[src/rtl/slvds_frame_rx_if.sv]
// Serial line and receive-side result bus of the single-lane frame receiver.
// The master drives the line and consumes results; the slave is the receiver.
interface slvds_frame_rx_if;
   logic        sin;
   logic [15:0] word;
   logic        word_valid;
   logic        frame_err;
   logic        seq_err;
   logic [15:0] frame_cnt;
   logic [15:0] err_cnt;

   modport master (
      output sin,
      input  word, word_valid, frame_err, seq_err, frame_cnt, err_cnt
   );

   modport slave (
      input  sin,
      output word, word_valid, frame_err, seq_err, frame_cnt, err_cnt
   );
endinterface

[src/rtl/slvds_frame_rx.sv]
// Frame receiver: two start ones, 16 data bits LSB first, stop zero, idle-low gating.
// Optional sequence check (word == previous + 1) is built when SLVDS_RX_SEQCHK_EN is defined.
module slvds_frame_rx #(
   parameter int IDLE_MIN = 8
) (
   input  logic             clk,
   input  logic             rst,
   slvds_frame_rx_if.slave  bus
);

   typedef enum logic [2:0] {
      HUNT   = 3'd0,
      ARMED  = 3'd1,
      START2 = 3'd2,
      DATA   = 3'd3,
      STOP   = 3'd4
   } state_t;

   localparam logic [5:0] IDLE_MAX = 6'(IDLE_MIN);

   state_t      r_state;
   state_t      w_state_nxt;
   logic [5:0]  r_idle_cnt;
   logic [5:0]  w_idle_nxt;
   logic [3:0]  r_bit_idx;
   logic [3:0]  w_bit_nxt;
   logic [15:0] r_shift;
   logic        w_good;
   logic        w_bad;
   logic        w_seq_err;
   logic        w_err_inc;

   logic [15:0] r_word;
   logic        r_word_valid;
   logic        r_frame_err;
   logic        r_seq_err;
   logic [15:0] r_frame_cnt;
   logic [15:0] r_err_cnt;

   always_ff @(posedge clk) begin
      if (rst) begin
         r_state    <= HUNT;
         r_idle_cnt <= '0;
         r_bit_idx  <= '0;
      end else begin
         r_state    <= w_state_nxt;
         r_idle_cnt <= w_idle_nxt;
         r_bit_idx  <= w_bit_nxt;
      end
   end

   always_comb begin
      w_state_nxt = r_state;
      w_idle_nxt  = r_idle_cnt;
      w_bit_nxt   = r_bit_idx;
      w_good      = 1'b0;
      w_bad       = 1'b0;
      case (r_state)
         HUNT: begin
            // Any high sample restarts the quiet-line requirement.
            if (bus.sin) begin
               w_idle_nxt = '0;
            end else begin
               if (r_idle_cnt != IDLE_MAX)
                  w_idle_nxt = r_idle_cnt + 6'd1;
               if (w_idle_nxt == IDLE_MAX)
                  w_state_nxt = ARMED;
            end
         end
         ARMED: begin
            if (bus.sin)
               w_state_nxt = START2;
         end
         START2: begin
            if (bus.sin) begin
               w_state_nxt = DATA;
               w_bit_nxt   = '0;
            end else begin
               // A lone one: the low sample already counts toward idle.
               w_state_nxt = HUNT;
               w_idle_nxt  = 6'd1;
            end
         end
         DATA: begin
            w_bit_nxt = r_bit_idx + 4'd1;
            if (r_bit_idx == 4'd15)
               w_state_nxt = STOP;
         end
         STOP: begin
            w_state_nxt = HUNT;
            w_idle_nxt  = '0;
            w_good      = ~bus.sin;
            w_bad       = bus.sin;
         end
         default: begin
            w_state_nxt = HUNT;
            w_idle_nxt  = '0;
         end
      endcase
   end

   always_ff @(posedge clk) begin
      if (rst)
         r_shift <= '0;
      else if (r_state == DATA)
         r_shift[r_bit_idx] <= bus.sin;
   end

`ifdef SLVDS_RX_SEQCHK_EN
   logic [15:0] r_ref;
   logic        r_seeded;

   // Every good word reseeds the reference, even one flagged out of sequence.
   always_ff @(posedge clk) begin
      if (rst) begin
         r_ref    <= '0;
         r_seeded <= 1'b0;
      end else if (w_good) begin
         r_ref    <= r_shift;
         r_seeded <= 1'b1;
      end
   end

   assign w_seq_err = w_good & r_seeded & (r_shift != (r_ref + 16'd1));
`else
   assign w_seq_err = 1'b0;
`endif

   assign w_err_inc = w_bad | w_seq_err;

   always_ff @(posedge clk) begin
      if (rst) begin
         r_word       <= '0;
         r_word_valid <= 1'b0;
         r_frame_err  <= 1'b0;
         r_seq_err    <= 1'b0;
         r_frame_cnt  <= '0;
         r_err_cnt    <= '0;
      end else begin
         r_word_valid <= w_good;
         r_frame_err  <= w_bad;
         r_seq_err    <= w_seq_err;
         if (w_good) begin
            r_word      <= r_shift;
            r_frame_cnt <= r_frame_cnt + 16'd1;
         end
         if (w_err_inc && (r_err_cnt != 16'hFFFF))
            r_err_cnt <= r_err_cnt + 16'd1;
      end
   end

   assign bus.word       = r_word;
   assign bus.word_valid = r_word_valid;
   assign bus.frame_err  = r_frame_err;
   assign bus.seq_err    = r_seq_err;
   assign bus.frame_cnt  = r_frame_cnt;
   assign bus.err_cnt    = r_err_cnt;

endmodule

[src/flat_wrapper.sv]
// flat-port wrapper written by rule: the top's interface ports become plain ports
module slvds_frame_rx_flat 
#(
   parameter int IDLE_MIN = 8
)
  (clk, rst, bus_sin, bus_word, bus_word_valid, bus_frame_err, bus_seq_err, bus_frame_cnt, bus_err_cnt);
  slvds_frame_rx_if bus_i ();
  input  logic clk;
  input  logic rst;
  input wire logic [$bits(bus_i.sin)-1:0] bus_sin;
  output wire logic [$bits(bus_i.word)-1:0] bus_word;
  output wire logic [$bits(bus_i.word_valid)-1:0] bus_word_valid;
  output wire logic [$bits(bus_i.frame_err)-1:0] bus_frame_err;
  output wire logic [$bits(bus_i.seq_err)-1:0] bus_seq_err;
  output wire logic [$bits(bus_i.frame_cnt)-1:0] bus_frame_cnt;
  output wire logic [$bits(bus_i.err_cnt)-1:0] bus_err_cnt;
  assign bus_i.sin = bus_sin;
  assign bus_word = bus_i.word;
  assign bus_word_valid = bus_i.word_valid;
  assign bus_frame_err = bus_i.frame_err;
  assign bus_seq_err = bus_i.seq_err;
  assign bus_frame_cnt = bus_i.frame_cnt;
  assign bus_err_cnt = bus_i.err_cnt;
  slvds_frame_rx #(.IDLE_MIN(IDLE_MIN)) u_core (.clk(clk), .rst(rst), .bus(bus_i));
endmodule
[config.mk]
export PLATFORM = sky130hd
export DESIGN_NAME = slvds_frame_rx_flat
export DESIGN_NICKNAME = d
export VERILOG_FILES = /design/src/rtl/slvds_frame_rx_if.sv /design/src/rtl/slvds_frame_rx.sv /design/src/flat_wrapper.sv
export SDC_FILE = /design/constraint.sdc
export NUM_CORES = 1
export LEC_CHECK = 0
export BUFFER_PORTS_ARGS = -buffer_cell sky130_fd_sc_hd__buf_2
export CORE_UTILIZATION = 40
export CTS_BUF_LIST = sky130_fd_sc_hd__clkbuf_8
export DETAILED_ROUTE_END_ITERATION = 12
export PLACE_DENSITY_LB_ADDON = 0.3
export SLEW_MARGIN = 20
export SYNTH_ARGS = -nofsm -noshare
export SYNTH_HDL_FRONTEND = slang
export SYNTH_SLANG_ARGS = --single-unit
export TNS_END_PERCENT = 5
[constraint.sdc]
create_clock -name clk -period 2.8 [get_ports clk]
set_clock_uncertainty 0.2 [all_clocks]
set_input_delay 0.42 -clock clk [delete_from_list [all_inputs] [get_ports clk]]
set_output_delay 0.42 -clock clk [all_outputs]
set_load 0.02 [all_outputs]
==> reports/qor.json <==
{
  "overflow": {"value": 0},
  "grt_usage": {"value": 17.0, "unit": "%"},
  "clock_tree.htree_level_count": {"value": 3},
  "clk_pin_slew_worst_paths": {"value": 80, "unit": "ps"},
  "clockPowerShare": {"value": 40.0, "unit": "%"},
  "post_synth_num_cell_types": {"value": 50},
  "final_net_count": {"value": 506},
  "clock_tree.root_cell": {"value": "clkbuf_8"},
  "rsz0062_at_grt": {"value": "no"},
  "final-hold-violation-count": {"value": 0},
  "synth_edf_count": {"value": 0},
  "worstPathRequired": {"value": 2890, "unit": "ps"},
  "route.final.wire_length": {"value": 7.86, "unit": "mm"},
  "regToRegEndpoint": {"value": "u_core.bus.frame_cnt[10]"},
  "dpl_cell_area": {"value": 4000, "unit": "sq um"},
  "timing.critical_path.from_type": {"value": "register"},
  "async_s_r_ff_share_synth": {"value": 0, "unit": "%"},
  "via_per_inst": {"value": 5.42},
  "max-clock-path-buffers": {"value": 2},
  "max-cap-violations": {"value": 0},
  "grt_pass1_wl": {"value": 13.4, "unit": "mm"},
  "worst_hold_path_type": {"value": "in -> reg"},
  "p_int": {"value": 1.47, "unit": "mW"},
  "final_max_slew_viol_count": {"value": 0},
  "placement.setup.worst_slack": {"value": 328, "unit": "ps"},
  "numCtsBuffers": {"value": 9},
  "synthCells": {"value": 449},
  "drc": {"value": 0},
  "antenna_violating_nets_remaining": {"value": 0},
  "cp_max_fo": {"value": 7},
  "synth.avg_cell_area": {"value": 8.12, "unit": "sq um"},
  "cts_tree": {"value": "done"},
  "port_buffer_count": {"value": 52},
  "routabilityCongestion": {"value": 0.808},
  "post-dp-hpwl": {"value": 5.37, "unit": "mm"},
  "area_growth": {"value": 14.7, "unit": "%"},
  "worst_hold_path.endpoint": {"value": "u_core.bus.frame_cnt[14]"},
  "report.final.setup_viol": {"value": 0},
  "power.share.sequential": {"value": 57.7, "unit": "%"},
  "io_pins": {"value": 54},
  "timing.critical_path.cells": {"value": "or4b_4 > or4_1 > or3_1 > a21oi_1"},
  "regToRegSetupSlack": {"value": 500, "unit": "ps"},
  "fin_area": {"value": 4180, "unit": "sq um"},
  "insertion_delay_of_the_later_clocked_pin_in_the_worst_skew_pair": {"value": 360, "unit": "ps"},
  "die_width": {"value": 97.5, "unit": "um"},
  "power.density_cell_area": {"value": 467, "unit": "nW/um^2"},
  "grt_start_max_net_pins": {"value": 52},
  "fin_crit": {"value": 2300, "unit": "ps"},
  "power.ir.vdd_worst": {"value": 0.260, "unit": "mV"},
  "timing.reg2reg.worst_path_depth": {"value": 4},
  "post-route-util": {"value": 47.7, "unit": "%"},
  "syn_area": {"value": 3650, "unit": "sq um"},
  "worst_pin_slew": {"value": 628, "unit": "ps"},
  "synth.yosys.seq_area_share": {"value": 43.4, "unit": "%"},
  "timing.critical_path.slowest_cell_delay": {"value": 600, "unit": "ps"},
  "status": {"value": "complete, no violations"},
  "antennaDiodeCount": {"value": 0},
  "synth-seq-cells": {"value": 79},
  "net-switching-power": {"value": 0.487, "unit": "mW"},
  "syn_nets": {"value": 460},
  "cts_hold_buf": {"value": 0},
  "fin_total_pwr": {"value": 1.95, "unit": "mW"},
  "combinationalPowerShare": {"value": 2.3, "unit": "%"},
  "postLayoutSetupSlackWorst": {"value": 503, "unit": "ps"},
  "antenna_found_initial": {"value": 0},
  "initial_core_util": {"value": 41.6, "unit": "%"},
  "power.leakage": {"value": 1.52, "unit": "nW"},
  "detailedRoute.firstIterationViolations": {"value": 137},
  "numClockSinks": {"value": 79},
  "post_route_cells_drive_above_1_share": {"value": 17.8, "unit": "%"},
  "postCtsSetupBuffers": {"value": 0},
  "max_clock_freq": {"value": 435, "unit": "MHz"},
  "timing.critical_path.slowest_stage_cell": {"value": "or4_1"},
  "die_height": {"value": 97.5, "unit": "um"},
  "worst_setup_path_end_kind": {"value": "register"},
  "grt_pass1_vias": {"value": 2949},
  "whs_path_depth": {"value": 2},
  "layout_worst_path_cycle_share": {"value": 82.0, "unit": "%"},
  "synth.yosys.warnings": {"value": 0},
  "design.die.area": {"value": 9500, "unit": "sq um"},
  "final.setup.tns": {"value": 0, "unit": "ps"},
  "setup.worst_path.class": {"value": "reg -> reg"},
  "swShare": {"value": 24.9, "unit": "%"},
  "ctsResizeCount": {"value": 0},
  "timing.rr.start": {"value": "u_core.r_state[0]"},
  "detailedRoute.firstPassIterationCount": {"value": 4},
  "min_from": {"value": "rst"},
  "drt-wirelength-per-cell": {"value": 12.9, "unit": "um"},
  "cp.arrival": {"value": 2390, "unit": "ps"},
  "via_count_of_the_routed_design": {"value": 3294},
  "fillerInstances": {"value": 867},
  "slew_headroom": {"value": 57.8, "unit": "%"},
  "placement_rows": {"value": 34},
  "ys_dominant_reg_cell": {"value": "dfxtp_1"},
  "core_region_area": {"value": 8760, "unit": "sq um"}
}
[kinds of logic (layout without fill, tap and decap cells)]
logic type	after synthesis	in the layout	share of synthesized area (%)
fa+ha+maj	8	8	2.75
compound gates	104	104	16.3
mux	8	8	2.26
other cells	1	1	0.103
xor+xnor	12	12	2.88
flops	79	79	43.4
buf+inv	38	89	4.50
simple gates	199	199	27.9
[Yosys cell counts (all sizes together), types with 4 or more instances]
library cell,n,area share [%]
dfxtp,79,43
nand2,65,6.7
a21oi,55,7.5
nor2,39,4.0
o21ai,25,3.4
clkbuf,18,1.9
nand3,16,2.2
or3,15,2.6
inv,11,1.1
nand4,11,1.9
buf,9,1.5
nor3,9,1.2
or4,9,2.0
ha,8,2.7
o31ai,7,1.4
mux2i,6,1.6
nor4,6,1.2
xnor2,6,1.4
xor2,6,1.4
nand2b,5,0.86
nand4b,5,1.2
and3,4,0.69
[routing by layer]
layer	vias to the layer above	GRT usage, %	wire length (um)
met5	-	0	0
met4	0	7.81	172
met3	15	3.09	268
met2	71	28.0	3670
met1	1529	21.6	3750
li1	1679	-	-
[area by class of cell]
type,instances,area (sq um),share of cell area (%)
clock buffers,9,124,2.96
well taps,108,135,3.23
inverters,11,41.3,0.987
multi-input cells,332,1910,45.6
repair buffers,62,335,8.02
clock inverters,7,58.8,1.41
flip-flops and latches,79,1580,37.8
[cells in the final DEF, fill, tap and decap left out, types with 7 or more instances in the layout]
master,netlist,final
dfxtp_1,79,79
nand2_1,65,65
a21oi_1,55,55
buf_2,1,52
nor2_1,39,39
o21ai_0,25,25
nand3_1,16,16
or3_1,15,15
inv_1,11,11
nand4_1,11,11
buf_4,1,10
nor3_1,9,9
clkbuf_8,0,9
or4_1,8,8
ha_1,8,8
o31ai_1,7,7
[how the worst max path moves through the flow]
stage,from,end,slack (ps),cells after the start
after detailed placement,bus_sin,u_core.bus.frame_cnt[14],330,5
after global routing,u_core.r_state[0],u_core.bus.frame_cnt[10],400,4
after floorplan,bus_sin,u_core.bus.frame_cnt[10],400,6
after CTS,u_core.r_state[0],u_core.bus.frame_cnt[14],500,4
final,u_core.r_state[0],u_core.bus.frame_cnt[10],500,4
after global placement,bus_sin,u_core.bus.frame_cnt[10],360,5
[power groups by stage]
| stage | sequential, mW | clock (mW) | combinational, mW |
|---|---|---|---|
| 6_report | 1.13 | 0.781 | 0.0458 |
| 5_1_grt | 1.13 | 0.849 | 0.0507 |
| 4_1_cts | 1.13 | 0.801 | 0.0459 |
| 3_5_place_dp | 1.15 | 0 | 0.0459 |
| 3_3_place_gp | 1.15 | 0 | 0.0446 |
| 2_1_floorplan | 1.15 | 0 | 0.0354 |
[metrics by stage]
stage,cells,hold slack (ps)
after floorplan,449,228
after global placement,592,241
after detailed placement,592,245
after CTS,608,196
after global routing,608,209
final,608,215
[registers in the layout, indices dropped and copies added (netlist names)]
signal / flops
u_core.r_shift: 16
u_core.r_state: 3
u_core.r_bit_idx: 4
u_core.bus.err_cnt: 16
u_core.bus.word: 16
u_core.bus.word_valid: 1
u_core.r_idle_cnt: 6
u_core.bus.frame_cnt: 16
u_core.bus.frame_err: 1
[worst max-delay path, delay by kind of cell (launching register included)]
family,cells,cell delay (ps)
simple gates,3,1530
compound gates,1,140
flops,1,360
Note: power is estimated with default switching activity, not from simulation.
